$ cat config.mk
export PLATFORM = sky130hd
export DESIGN_NAME = prio_enc_stream_flat
export DESIGN_NICKNAME = d
export VERILOG_FILES = /design/src/rtl/prio_enc_stream_if.sv /design/src/rtl/prio_enc_stream.sv /design/src/flat_wrapper.sv
export SDC_FILE = /design/constraint.sdc
export NUM_CORES = 1
export LEC_CHECK = 0
export BUFFER_PORTS_ARGS = -buffer_cell sky130_fd_sc_hd__buf_2
export CAP_MARGIN = 40
export CORE_MARGIN = 2
export CORE_UTILIZATION = 38
export DETAILED_ROUTE_END_ITERATION = 12
export GPL_ROUTABILITY_DRIVEN = 1
export HOLD_SLACK_MARGIN = 0.06
export MAX_ROUTING_LAYER = met4
export REMOVE_ABC_BUFFERS = 1
export SKIP_CTS_REPAIR_TIMING = 1
export SYNTH_ARGS = -nofsm -noshare
export SYNTH_HDL_FRONTEND = slang
export SYNTH_SLANG_ARGS = --single-unit
$ cat constraint.sdc
create_clock -name clk -period 4.9 [get_ports clk]
set_input_delay 0.245 -clock clk [delete_from_list [all_inputs] [get_ports clk]]
set_output_delay 0.245 -clock clk [all_outputs]
set_load 0.02 [all_outputs]
$ cat src/rtl/prio_enc_stream_if.sv
// Handshake bundle for prio_enc_stream: request-vector input stream and
// encoded-index output stream.
interface prio_enc_stream_if #(
  parameter int unsigned N = 8,
  parameter int unsigned W = $clog2(N)
);
  logic         in_valid;
  logic         in_ready;
  logic [N-1:0] in;
  logic         out_valid;
  logic         out_ready;
  logic [W-1:0] out;
  logic         out_last;
  logic [W:0]   cnt;

  modport slave (
    input  in_valid, in, out_ready,
    output in_ready, out_valid, out, out_last, cnt
  );

  modport master (
    output in_valid, in, out_ready,
    input  in_ready, out_valid, out, out_last, cnt
  );
endinterface

$ cat src/rtl/prio_enc_stream.sv
// Streaming priority encoder: accepts a request vector, then emits the index of
// every set bit, lowest first, one beat per consumer handshake.
module prio_enc_stream #(
  parameter int unsigned N = 8,
  parameter int unsigned W = $clog2(N)
) (
  input logic             clk,
  input logic             rst,
  prio_enc_stream_if.slave bus
);

  typedef enum logic [0:0] {StIdle, StScan} state_e;

  localparam logic [N-1:0] One = N'(1);

  state_e       state_q;
  logic [N-1:0] pend_q;
  logic [W-1:0] out_q;
  logic         out_valid_q;
  logic         out_last_q;
  logic [W:0]   cnt_q;

  logic         accept;
  logic         take;
  logic [N-1:0] pend_rest;

  function automatic logic [W-1:0] lsb_idx(input logic [N-1:0] v);
    logic [W-1:0] idx;
    idx = '0;
    for (int i = N - 1; i >= 0; i--) begin
      if (v[i]) idx = W'(i);
    end
    return idx;
  endfunction

  function automatic logic [W:0] popcnt(input logic [N-1:0] v);
    logic [W:0] c;
    c = '0;
    for (int i = 0; i < N; i++) begin
      c = c + (W + 1)'(v[i]);
    end
    return c;
  endfunction

  function automatic logic single_bit(input logic [N-1:0] v);
    return (v != '0) && ((v & (v - One)) == '0);
  endfunction

  assign bus.in_ready = (state_q == StIdle) && !rst;
  assign accept       = bus.in_valid && bus.in_ready;
  assign take         = out_valid_q && bus.out_ready;
  // Pending vector with its lowest set bit cleared.
  assign pend_rest    = pend_q & (pend_q - One);

  always_ff @(posedge clk or posedge rst) begin
    if (rst) begin
      state_q     <= StIdle;
      pend_q      <= '0;
      out_q       <= '0;
      out_valid_q <= 1'b0;
      out_last_q  <= 1'b0;
      cnt_q       <= '0;
    end else begin
      case (state_q)
        StIdle: begin
          if (accept) begin
            pend_q <= bus.in;
            cnt_q  <= popcnt(bus.in);
            // A zero vector is consumed silently and leaves the block idle.
            if (bus.in != '0) begin
              state_q     <= StScan;
              out_valid_q <= 1'b1;
              out_q       <= lsb_idx(bus.in);
              out_last_q  <= single_bit(bus.in);
            end
          end
        end
        StScan: begin
          if (take) begin
            pend_q <= pend_rest;
            if (out_last_q) begin
              state_q     <= StIdle;
              out_valid_q <= 1'b0;
              out_last_q  <= 1'b0;
            end else begin
              out_q      <= lsb_idx(pend_rest);
              out_last_q <= single_bit(pend_rest);
            end
          end
        end
        default: state_q <= StIdle;
      endcase
    end
  end

  assign bus.out_valid = out_valid_q;
  assign bus.out       = out_q;
  assign bus.out_last  = out_last_q;
  assign bus.cnt       = cnt_q;

endmodule

$ cat src/flat_wrapper.sv
// flat-port wrapper written by rule: the top's interface ports become plain ports
module prio_enc_stream_flat 
#(
  parameter int unsigned N = 8,
  parameter int unsigned W = $clog2(N)
)
  (clk, rst, bus_in_valid, bus_in, bus_out_ready, bus_in_ready, bus_out_valid, bus_out, bus_out_last, bus_cnt);
  prio_enc_stream_if #(.N(N), .W(W)) bus_i ();
  input logic clk;
  input logic rst;
  input wire logic [$bits(bus_i.in_valid)-1:0] bus_in_valid;
  input wire logic [$bits(bus_i.in)-1:0] bus_in;
  input wire logic [$bits(bus_i.out_ready)-1:0] bus_out_ready;
  output wire logic [$bits(bus_i.in_ready)-1:0] bus_in_ready;
  output wire logic [$bits(bus_i.out_valid)-1:0] bus_out_valid;
  output wire logic [$bits(bus_i.out)-1:0] bus_out;
  output wire logic [$bits(bus_i.out_last)-1:0] bus_out_last;
  output wire logic [$bits(bus_i.cnt)-1:0] bus_cnt;
  assign bus_i.in_valid = bus_in_valid;
  assign bus_i.in = bus_in;
  assign bus_i.out_ready = bus_out_ready;
  assign bus_in_ready = bus_i.in_ready;
  assign bus_out_valid = bus_i.out_valid;
  assign bus_out = bus_i.out;
  assign bus_out_last = bus_i.out_last;
  assign bus_cnt = bus_i.cnt;
  prio_enc_stream #(.N(N), .W(W)) u_core (.clk(clk), .rst(rst), .bus(bus_i));
endmodule
==> results of run 1 <==
[cells in the mapped netlist (4+ instances only)]
library cell | count | area, µm²
nand3_1 | 5 | 25.02
clkbuf_1 | 9 | 33.78
ha_1 | 4 | 50.05
o22ai_1 | 4 | 25.02
o21ai_1 | 12 | 60.06
o21ai_0 | 10 | 50.05
fa_1 | 4 | 80.08
inv_1 | 16 | 60.06
nor2b_1 | 4 | 25.02
nand2_1 | 27 | 101.4
a21oi_1 | 9 | 45.04
nor2_1 | 11 | 41.29
a22o_1 | 4 | 35.03
dfrtp_1 | 18 | 450.4
[layout by cell type (no fill, tap or decap), types with 5 or more instances in the layout]
cell / count
nor2_1: 11
inv_1: 16
nand3_1: 5
a21oi_1: 9
nand2_1: 27
o21ai_1: 12
buf_2: 21
dfrtp_1: 18
o21ai_0: 10
[cell type report]
type | instances | area share, %
multi-input combinational | 145 | 56.39
sequential | 18 | 26.75
timing repair buffer | 21 | 6.241
inverter | 17 | 3.789
tap | 48 | 3.566
clock buffer | 4 | 3.269
[per-layer routing]
metal / track usage, % / vias up / wire length (µm)
li1: - / 717 / -
met1: 29.89 / 661 / 1974
met2: 26.86 / 33 / 1603
met3: 3.667 / 2 / 174
met4: 2.551 / 0 / 8
met5: - / - / 0
[registers in the layout (all words and copies together) (netlist names)]
register,cells
u_core.pend_q,8
u_core.bus.cnt,4
u_core.bus.out_valid,1
u_core.state_q,1
u_core.bus.out_last,1
u_core.bus.out,3
[power by group through the flow]
stage | sequential, W | combinational, W | clock, W
2_1_floorplan | 0.000372 | 0.000366 | 0
3_3_place_gp | 0.000370 | 0.000532 | 0
3_5_place_dp | 0.000374 | 0.000529 | 0
4_1_cts | 0.000370 | 0.000532 | 0.000126
5_1_grt | 0.000392 | 0.000604 | 0.000133
6_report | 0.000373 | 0.000532 | 0.000125
[kinds of logic after synthesis]
logic type | Yosys count | synth area share [%]
xor+xnor | 4 | 2.313
compound gates | 65 | 28.66
flops | 18 | 29.73
buf+inv | 30 | 7.597
mux | 1 | 0.6606
simple gates | 65 | 21.14
fa+ha+maj | 10 | 9.910
[worst paths after layout]
path,from,end,slack (ns)
worst max register to register,u_core.state_q$_DFF_PP0_,u_core.bus.out[0]$_DFFE_PP0P_,2.62
max in group asynchronous,rst,u_core.pend_q[5]$_DFFE_PP0P_,4.31
worst max-delay path,bus_in[0],u_core.bus.cnt[1]$_DFFE_PP0P_,2.35
worst min-delay path,rst,u_core.bus.cnt[3]$_DFFE_PP0P_,0.12
worst min register to register,u_core.bus.cnt[2]$_DFFE_PP0P_,u_core.bus.cnt[2]$_DFFE_PP0P_,0.48
min in group clk,bus_out_ready,u_core.bus.out_valid$_DFFE_PP0P_,0.30
[stage by stage]
step	hold WS (ns)	util [%]	cell area (µm²)	std cells
floorplan	0.1836	-	1464	180
detailed placement	0.4152	43.52	1629	249
global placement	0.4076	43.52	1629	249
CTS	0.1341	44.99	1684	253
finish	0.1208	44.99	1684	253
global route	0.1770	44.99	1684	253
==> impl_metrics.ini, run 1 <==
[outcome]
outcome = completed

[timing]
maxSlewViolCount = 0
tns_ns = 0
period_minus_slack_ns = 2.554
fin_worst_skew_ns = 0.003706
setup_violations = 0
hold_violations = 0
fmax_mhz = 391.6
slew_headroom_pct = 50.21
worstMarginPinSlew_ns = 0.7460
rsz0062_at_grt = false
post-route-period-util_pct = 52.12
fin_ws_ns = 2.346

[clocking]
root_buffer = clkbuf_8
clock_latency_ns = 0.26
clk_pin_slew_ns = 0.07
cts.path.max_buffers = 2
clock_sinks = 18
htree_num_levels = 1
cts_tree = yes
cts_buffers = 3

[pwr]
intPower_w = 0.0005228
clkPwrFrac_pct = 12.1
leakage_nw = 0.7672
p_comb_share_pct = 51.6
p_total_w = 0.001030
p_per_area_nw_per_um2 = 611.6
seqPwrFrac_pct = 36.2
ir_drop_uv = 168.2
p_sw_w = 0.0005072
switching_share_pct = 49.24

[synthesis]
ys_types = 51
async_reset_ff_share_pct = 100.0
synth_edf_count = 0
synth_area_per_cell_um2 = 7.851
syn-instance-count = 193
synth_flop_cell = dfrtp_1
synth_area_um2 = 1515
synth_seq_cells = 18
yosysSeqAreaShare_pct = 29.73
yosys_warnings = 0

[floorplan]
core_area_um2 = 3744
initial_utilization_pct = 40.47
io_pins = 22
die_w_um = 67.15
die_h_um = 67.15
rows = 22
dieArea_um2 = 4508

[final_layout]
layout-drive-gt1-share_pct = 15.12
n_antenna_cell = 0
area_growth_pct = 11.15
final_nets = 226
multi_input_area_um2 = 949.7
seqCellArea_um2 = 450.4
n_fill_cell = 415

[setup_path]
cp.required_ns = 5.09
end_kind = register
worst_ep_arrival_time_ns = 2.74
critPathKind = in2reg
cp_top_family = adder cells
crit_slowest_cell = fa_1
path_cells = buf_2 -> inv_1 -> ha_1 -> inv_1 -> fa_1 -> fa_1 -> inv_1 -> fa_1 -> inv_1 -> fa_1 -> o21ai_1
worstSetupStartpointType = input port
crit_fanout = 5
worst-r2r-cell-count = 5
cpPeakStageDelay_ns = 0.49
path_buf_inv = 5
crit_cells = 11

[placement]
port_buffers = 21
place_ws_ns = 2.082
gp_congestion = 0.8179
hpwlAfterDp_um = 2799

[route]
viasPerCell = 5.585
routedWlPerCell_um = 14.86
first_pass_iters = 4
ant_nets = 0
dr.first_iter.drc_count = 122
drt_wl_total_um = 3760
drc = 0
vias = 1413

[grt]
grt_pass1_vias = 1286
grt_overflow = 0
grt_pass1_wl_um = 6458
antenna_found_initial = 0
grt_util_all_layers_pct = 19.41
grt_max_degree = 21

[run]
max-cap-violations = 0

[min_path]
hp-class = in2async
(Power assumes the default switching activity.)
==> inputs of run 2 (changes only) <==
ABC_AREA = 1   (was unset)
clock period = 2.07 ns   (was 4.9 ns; I/O delays follow)
==> run 2 against run 1 <==
Compared with the run above:
- largest cell class unchanged
- first-iteration DRC count is 43% lower
- largest power group unchanged
- global-route usage is 1.4 points lower
- the run now ends with negative setup slack left
- sequential share of layout area is 0.33 points lower
==> impl_metrics.ini, run 2 <==
[outcome]
outcome = finished, violations left
violations = negative setup slack

[setup_path]
r2r-start = u_core.state_q$_DFF_PP0_
path_buf_inv = 5
cp_top_family = adder cells
r2r_slack_ns = 0.42
end_kind = register
worst-r2r-cell-count = 7
critPathKind = in2reg
crit_fanout = 2
crit_slowest_cell = fa_1
cpPeakStageDelay_ns = 0.56
worstSetupStartpointType = input port
worst_ep_arrival_time_ns = 2.51
r2r-end = u_core.pend_q[7]$_DFFE_PP0P_
cp.required_ns = 2.31
path_cells = buf_8 -> inv_4 -> ha_4 -> inv_2 -> fa_1 -> fa_1 -> inv_2 -> fa_2 -> inv_2 -> fa_1 -> o21ai_1
worstSetupStartpoint = bus_in[0]

[synthesis]
synth_top_family_by_area = simple AND/OR/NAND/NOR gates
yosys-top-cells-area = dfrtp_1 (32%), nand2_1 (15%), inv_1 (8.4%)
synthAdderAreaFrac_pct = 9.386
async_reset_ff_share_pct = 100.0
synth_area_um2 = 1386
synth_edf_count = 0
ys_types = 25
yosysTopAreaCell = dfrtp_1
synth_flop_cell = dfrtp_1
synth_common_cells = nand2_1 (54), inv_1 (31), nor2_1 (28), dfrtp_1 (18), o21ai_0 (17)
synth_xor_area_share_pct = 0.6318
synthSimpleGateAreaFrac_pct = 30.60
yosys_warnings = 0
synth_seq_cells = 18
yosysSeqAreaShare_pct = 32.49
synth_area_per_cell_um2 = 6.796
synth_compound_area_share_pct = 17.33
netlist.area_leader.share_pct = 32.49
syn-instance-count = 204
muxShareOfSynthArea_pct = 0
synth_most_common_cell = nand2_1

[grt]
grt_pass1_wl_um = 5568
grt_util_all_layers_pct = 17.98
grt_max_degree = 19
grt_pass1_vias = 1257
antenna_found_initial = 0
grt_overflow = 0

[final_layout]
layout-drive-gt1-share_pct = 24.37
fin_area_um2 = 1705
n_antenna_cell = 0
n_fill_cell = 361
top_register = u_core.pend_q
layout_commonest_cell = nand2_1
area_growth_pct = 23.01
final_util_pct = 49.93
layout_common_cells = nand2_1 (54), nor2_1 (28), inv_1 (26)
final_nets = 259
largest_reg_flops = 8

[floorplan]
rows = 21
io_pins = 22
core_area_um2 = 3416
initial_utilization_pct = 40.59
die_w_um = 64.40
die_h_um = 64.40
dieArea_um2 = 4147

[timing]
maxSlewViolCount = 0
fin_worst_skew_ns = 0.0009425
hold_violations = 0
fin_ws_ns = -0.1964
fmax_mhz = 441.2
slew_headroom_pct = 51.54
rsz0062_at_grt = true
period_minus_slack_ns = 2.266
post-route-period-util_pct = 109.5
setup_violations = 2
worstMarginPinSlew_ns = 0.7262

[route]
first_pass_iters = 4
vias = 1349
dr.first_iter.drc_count = 70
ant_nets = 0
drt_wl_total_um = 3300
viasPerCell = 4.750
drc = 0
routedWlPerCell_um = 11.62

[clocking]
clk_pin_slew_ns = 0.11
cts.path.max_buffers = 2
root_buffer = clkbuf_4
htree_num_levels = 1
clock_sinks = 18
clock_latency_ns = 0.30
cts_tree = yes
cts_buffers = 3

[placement]
gp_congestion = 0.8493
dpl_cell_area_um2 = 1608
place_ws_ns = -0.5849
port_buffers = 21
hpwlAfterDp_um = 2616

[pwr]
intPower_w = 0.001099
leakage_nw = 0.9161
seqPwrFrac_pct = 31.0
p_per_area_nw_per_um2 = 1272
ir_drop_uv = 403.9
p_comb_share_pct = 58.4
switching_share_pct = 49.38
p_sw_w = 0.001071
clkPwrFrac_pct = 10.7

[min_path]
whs_endpoint = u_core.state_q$_DFF_PP0_
whs_path_depth = 4
min_from = bus_out_ready
hp-class = in2reg

[run]
max-cap-violations = 0
==> run 2: cells by family after synthesis <==
logic type               count (synthesis)
XOR/XNOR                                 1
adder cells (fa/ha/maj)                  8
AO/OA/AOI/OAI                           42
AND/OR/NAND/NOR                        101
buffers and inverters                   34
flip-flops                              18
==> run 2: worst max path at each step <==
stage | slack [ns] | to | cells past startpoint
detailed placement | -0.58 | u_core.bus.cnt[1]$_DFFE_PP0P_ | 11
floorplan | -0.42 | u_core.bus.cnt[1]$_DFFE_PP0P_ | 10
finish | -0.20 | u_core.bus.cnt[1]$_DFFE_PP0P_ | 11
CTS | -0.26 | u_core.bus.cnt[1]$_DFFE_PP0P_ | 11
global route | -0.27 | u_core.bus.cnt[1]$_DFFE_PP0P_ | 11
global placement | -0.53 | u_core.bus.cnt[1]$_DFFE_PP0P_ | 11
==> run 2: final cells by class <==
type | instances | area [µm²] | area share, %
sequential | 18 | 450.4 | 26.41
clock buffer | 4 | 36.28 | 2.128
timing repair buffer | 33 | 217.7 | 12.77
tap | 46 | 57.56 | 3.375
inverter | 31 | 121.4 | 7.117
multi-input combinational | 152 | 822.0 | 48.20
==> run 2: per-stage QoR <==
step / hold WS [ns] / std cells / setup TNS, ns / total power [W]
finish: 0.1141 / 284 / -0.3663 / 0.002170
global route: 0.1338 / 284 / -0.5739 / 0.002410
CTS: -0.05476 / 282 / -0.4069 / 0.002153
detailed placement: 0.2781 / 278 / -1.429 / 0.001923
global placement: 0.2826 / 278 / -1.287 / 0.001913
floorplan: 0.04207 / 201 / -0.7742 / 0.001569
==> run 2: worst reg2reg max path, delay by kind of cell (launching register included) <==
| kind | cells | cell delay, ns |
|---|---|---|
| buffers and inverters | 1 | 0.14 |
| DFF | 1 | 0.52 |
| and+or+nand+nor | 3 | 0.55 |
| AOI/OAI and AO/OA | 3 | 0.34 |
==> run 2: metal layers <==
metal	global-route usage, %	wire, µm
met4	7.447	78
met5	-	0
met2	28.39	1542
met3	2.113	92
met1	23.50	1585
==> run 2: power by group through the flow <==
stage          logic, W  clock network, W  registers [W]
6_report        0.00127          0.000231       0.000672
3_3_place_gp    0.00123                 0       0.000681
2_1_floorplan  0.000813                 0       0.000756
4_1_cts         0.00125          0.000233       0.000674
5_1_grt         0.00146          0.000250       0.000699
3_5_place_dp    0.00124                 0       0.000681
==> inputs of run 3 (changes only) <==
ABC_AREA = unset   (was 1)
==> run 3 against run 2 <==
Compared with the run above:
- the run still ends with negative setup slack left
- routed wire length is 28% higher
- worst setup slack worse by 0.015 ns
- via count is 12% higher
- global-route usage is 2.9 points higher
- core utilization is 0.67 points higher
- die area is 8.7% higher
- largest power group unchanged
- sequential cell count stayed put
- combinational power is 31% higher
- largest cell class unchanged
- clock power is 33% higher
==> impl_metrics.ini, run 3 (synthesized netlist as in run 1, its figures left out) <==
[final_layout]
top_register = u_core.pend_q
area_growth_pct = 25.02
layout-drive-gt1-share_pct = 26.87
fin_area_um2 = 1894
layout_commonest_cell = nand2_1
final_nets = 248
n_fill_cell = 387
n_antenna_cell = 0
layout_common_cells = nand2_1 (27), buf_4 (21), buf_2 (19)
final_util_pct = 50.60
largest_reg_flops = 8

[grt]
grt_pass1_wl_um = 6844
grt_overflow = 0
antenna_found_initial = 0
grt_pass1_vias = 1365
grt_max_degree = 20
grt_util_all_layers_pct = 20.86

[setup_path]
r2r-start = u_core.pend_q[3]$_DFFE_PP0P_
worst-r2r-cell-count = 5
critPathMostFrequentCell = inv_2
cp_top_family = adder cells
critPathKind = in2reg
path_cells = buf_6 -> inv_4 -> ha_4 -> inv_2 -> fa_1 -> fa_1 -> inv_2 -> fa_2 -> inv_2 -> fa_2 -> o21ai_1
endpoint = u_core.bus.cnt[1]$_DFFE_PP0P_
cp.required_ns = 2.27
crit_fanout = 2
crit_cells = 11
worst_ep_arrival_time_ns = 2.48
cpPeakStageDelay_ns = 0.53
worstSetupStartpointType = input port
worstSetupStartpoint = bus_in[1]
path_buf_inv = 5
r2r-end = u_core.bus.out[0]$_DFFE_PP0P_
crit_slowest_cell = fa_1
end_kind = register
r2r_slack_ns = 0.18

[pwr]
switching_share_pct = 48.08
p_total_w = 0.002644
seqPwrFrac_pct = 25.7
ir_drop_uv = 442.5
intPower_w = 0.001373
leakage_nw = 0.8718
p_sw_w = 0.001271
clkPwrFrac_pct = 11.6
p_comb_share_pct = 62.7
p_per_area_nw_per_um2 = 1396

[route]
ant_nets = 0
routedWlPerCell_um = 15.37
first_pass_iters = 4
vias = 1514
drc = 0
dr.first_iter.drc_count = 149
viasPerCell = 5.505
drt_wl_total_um = 4226

[clocking]
htree_num_levels = 1
clock_latency_ns = 0.27
clock_sinks = 18
clk_pin_slew_ns = 0.08
cts_buffers = 3
cts_tree = yes
root_buffer = clkbuf_8
cts.path.max_buffers = 2

[floorplan]
die_h_um = 67.15
initial_utilization_pct = 40.47
dieArea_um2 = 4508
rows = 22
die_w_um = 67.15
core_area_um2 = 3744
io_pins = 22

[timing]
tns_ns = -0.4588
period_minus_slack_ns = 2.281
worstMarginPinSlew_ns = 0.7462
fmax_mhz = 438.4
rsz0062_at_grt = true
setup_violations = 3
hold_violations = 0
post-route-period-util_pct = 110.2
maxSlewViolCount = 0
slew_headroom_pct = 50.20
fin_worst_skew_ns = 0.008337
fin_ws_ns = -0.2112

[min_path]
hp-class = in2reg
min_from = bus_out_ready

[outcome]
outcome = finished, violations left
violations = negative setup slack

[run]
max-cap-violations = 0

[placement]
gp_congestion = 0.8449
port_buffers = 21
place_ws_ns = -0.5508
dpl_cell_area_um2 = 1772
hpwlAfterDp_um = 3172
[run 3: worst min path at each step]
stage / endpoint / depth (start not counted) / slack, ns
final: u_core.bus.out_valid$_DFFE_PP0P_ / 4 / 0.16
after global routing: u_core.state_q$_DFF_PP0_ / 3 / 0.17
after CTS: u_core.bus.cnt[2]$_DFFE_PP0P_ / 2 / -0.006
after detailed placement: u_core.bus.cnt[1]$_DFFE_PP0P_ / 2 / 0.28
after global placement: u_core.bus.out_last$_DFFE_PP0P_ / 2 / 0.27
after floorplan: u_core.bus.cnt[0]$_DFFE_PP0P_ / 1 / 0.04
[run 3: layout make-up]
class | instances | area, µm² | share of cell area (%)
sequential | 18 | 450.4 | 23.78
clock buffer | 4 | 55.05 | 2.906
multi-input combinational | 145 | 970.9 | 51.25
timing repair buffer | 43 | 289.0 | 15.26
inverter | 17 | 68.82 | 3.633
tap | 48 | 60.06 | 3.170
[run 3: layer usage]
metal | vias to the layer above | GRT usage [%] | wire (µm)
li1 | 759 | - | -
met1 | 701 | 30.59 | 1981
met2 | 51 | 30.82 | 1948
met3 | 3 | 3.500 | 276
met4 | 0 | 3.061 | 19
met5 | - | - | 0
[run 3: per-stage QoR]
step / hold slack [ns] / std cells
after floorplan: 0.04207 / 180
after global placement: 0.2678 / 268
after detailed placement: 0.2794 / 268
after CTS: -0.006002 / 272
after global routing: 0.1711 / 275
final: 0.1559 / 275
[run 3: power by group through the flow]
stage          sequential (W)  clock [W]  combinational (W)
6_report             0.000680   0.000307            0.00166
5_1_grt              0.000702   0.000328            0.00184
4_1_cts              0.000681   0.000305            0.00162
3_5_place_dp         0.000688          0            0.00162
3_3_place_gp         0.000680          0            0.00163
2_1_floorplan        0.000881          0           0.000867
[run 3: tightest hold or removal path, cell delays in order]
cell,delay [ns]
buf_2,0.09
nand3_1,0.07
nand2_1,0.06
o21ai_1,0.05
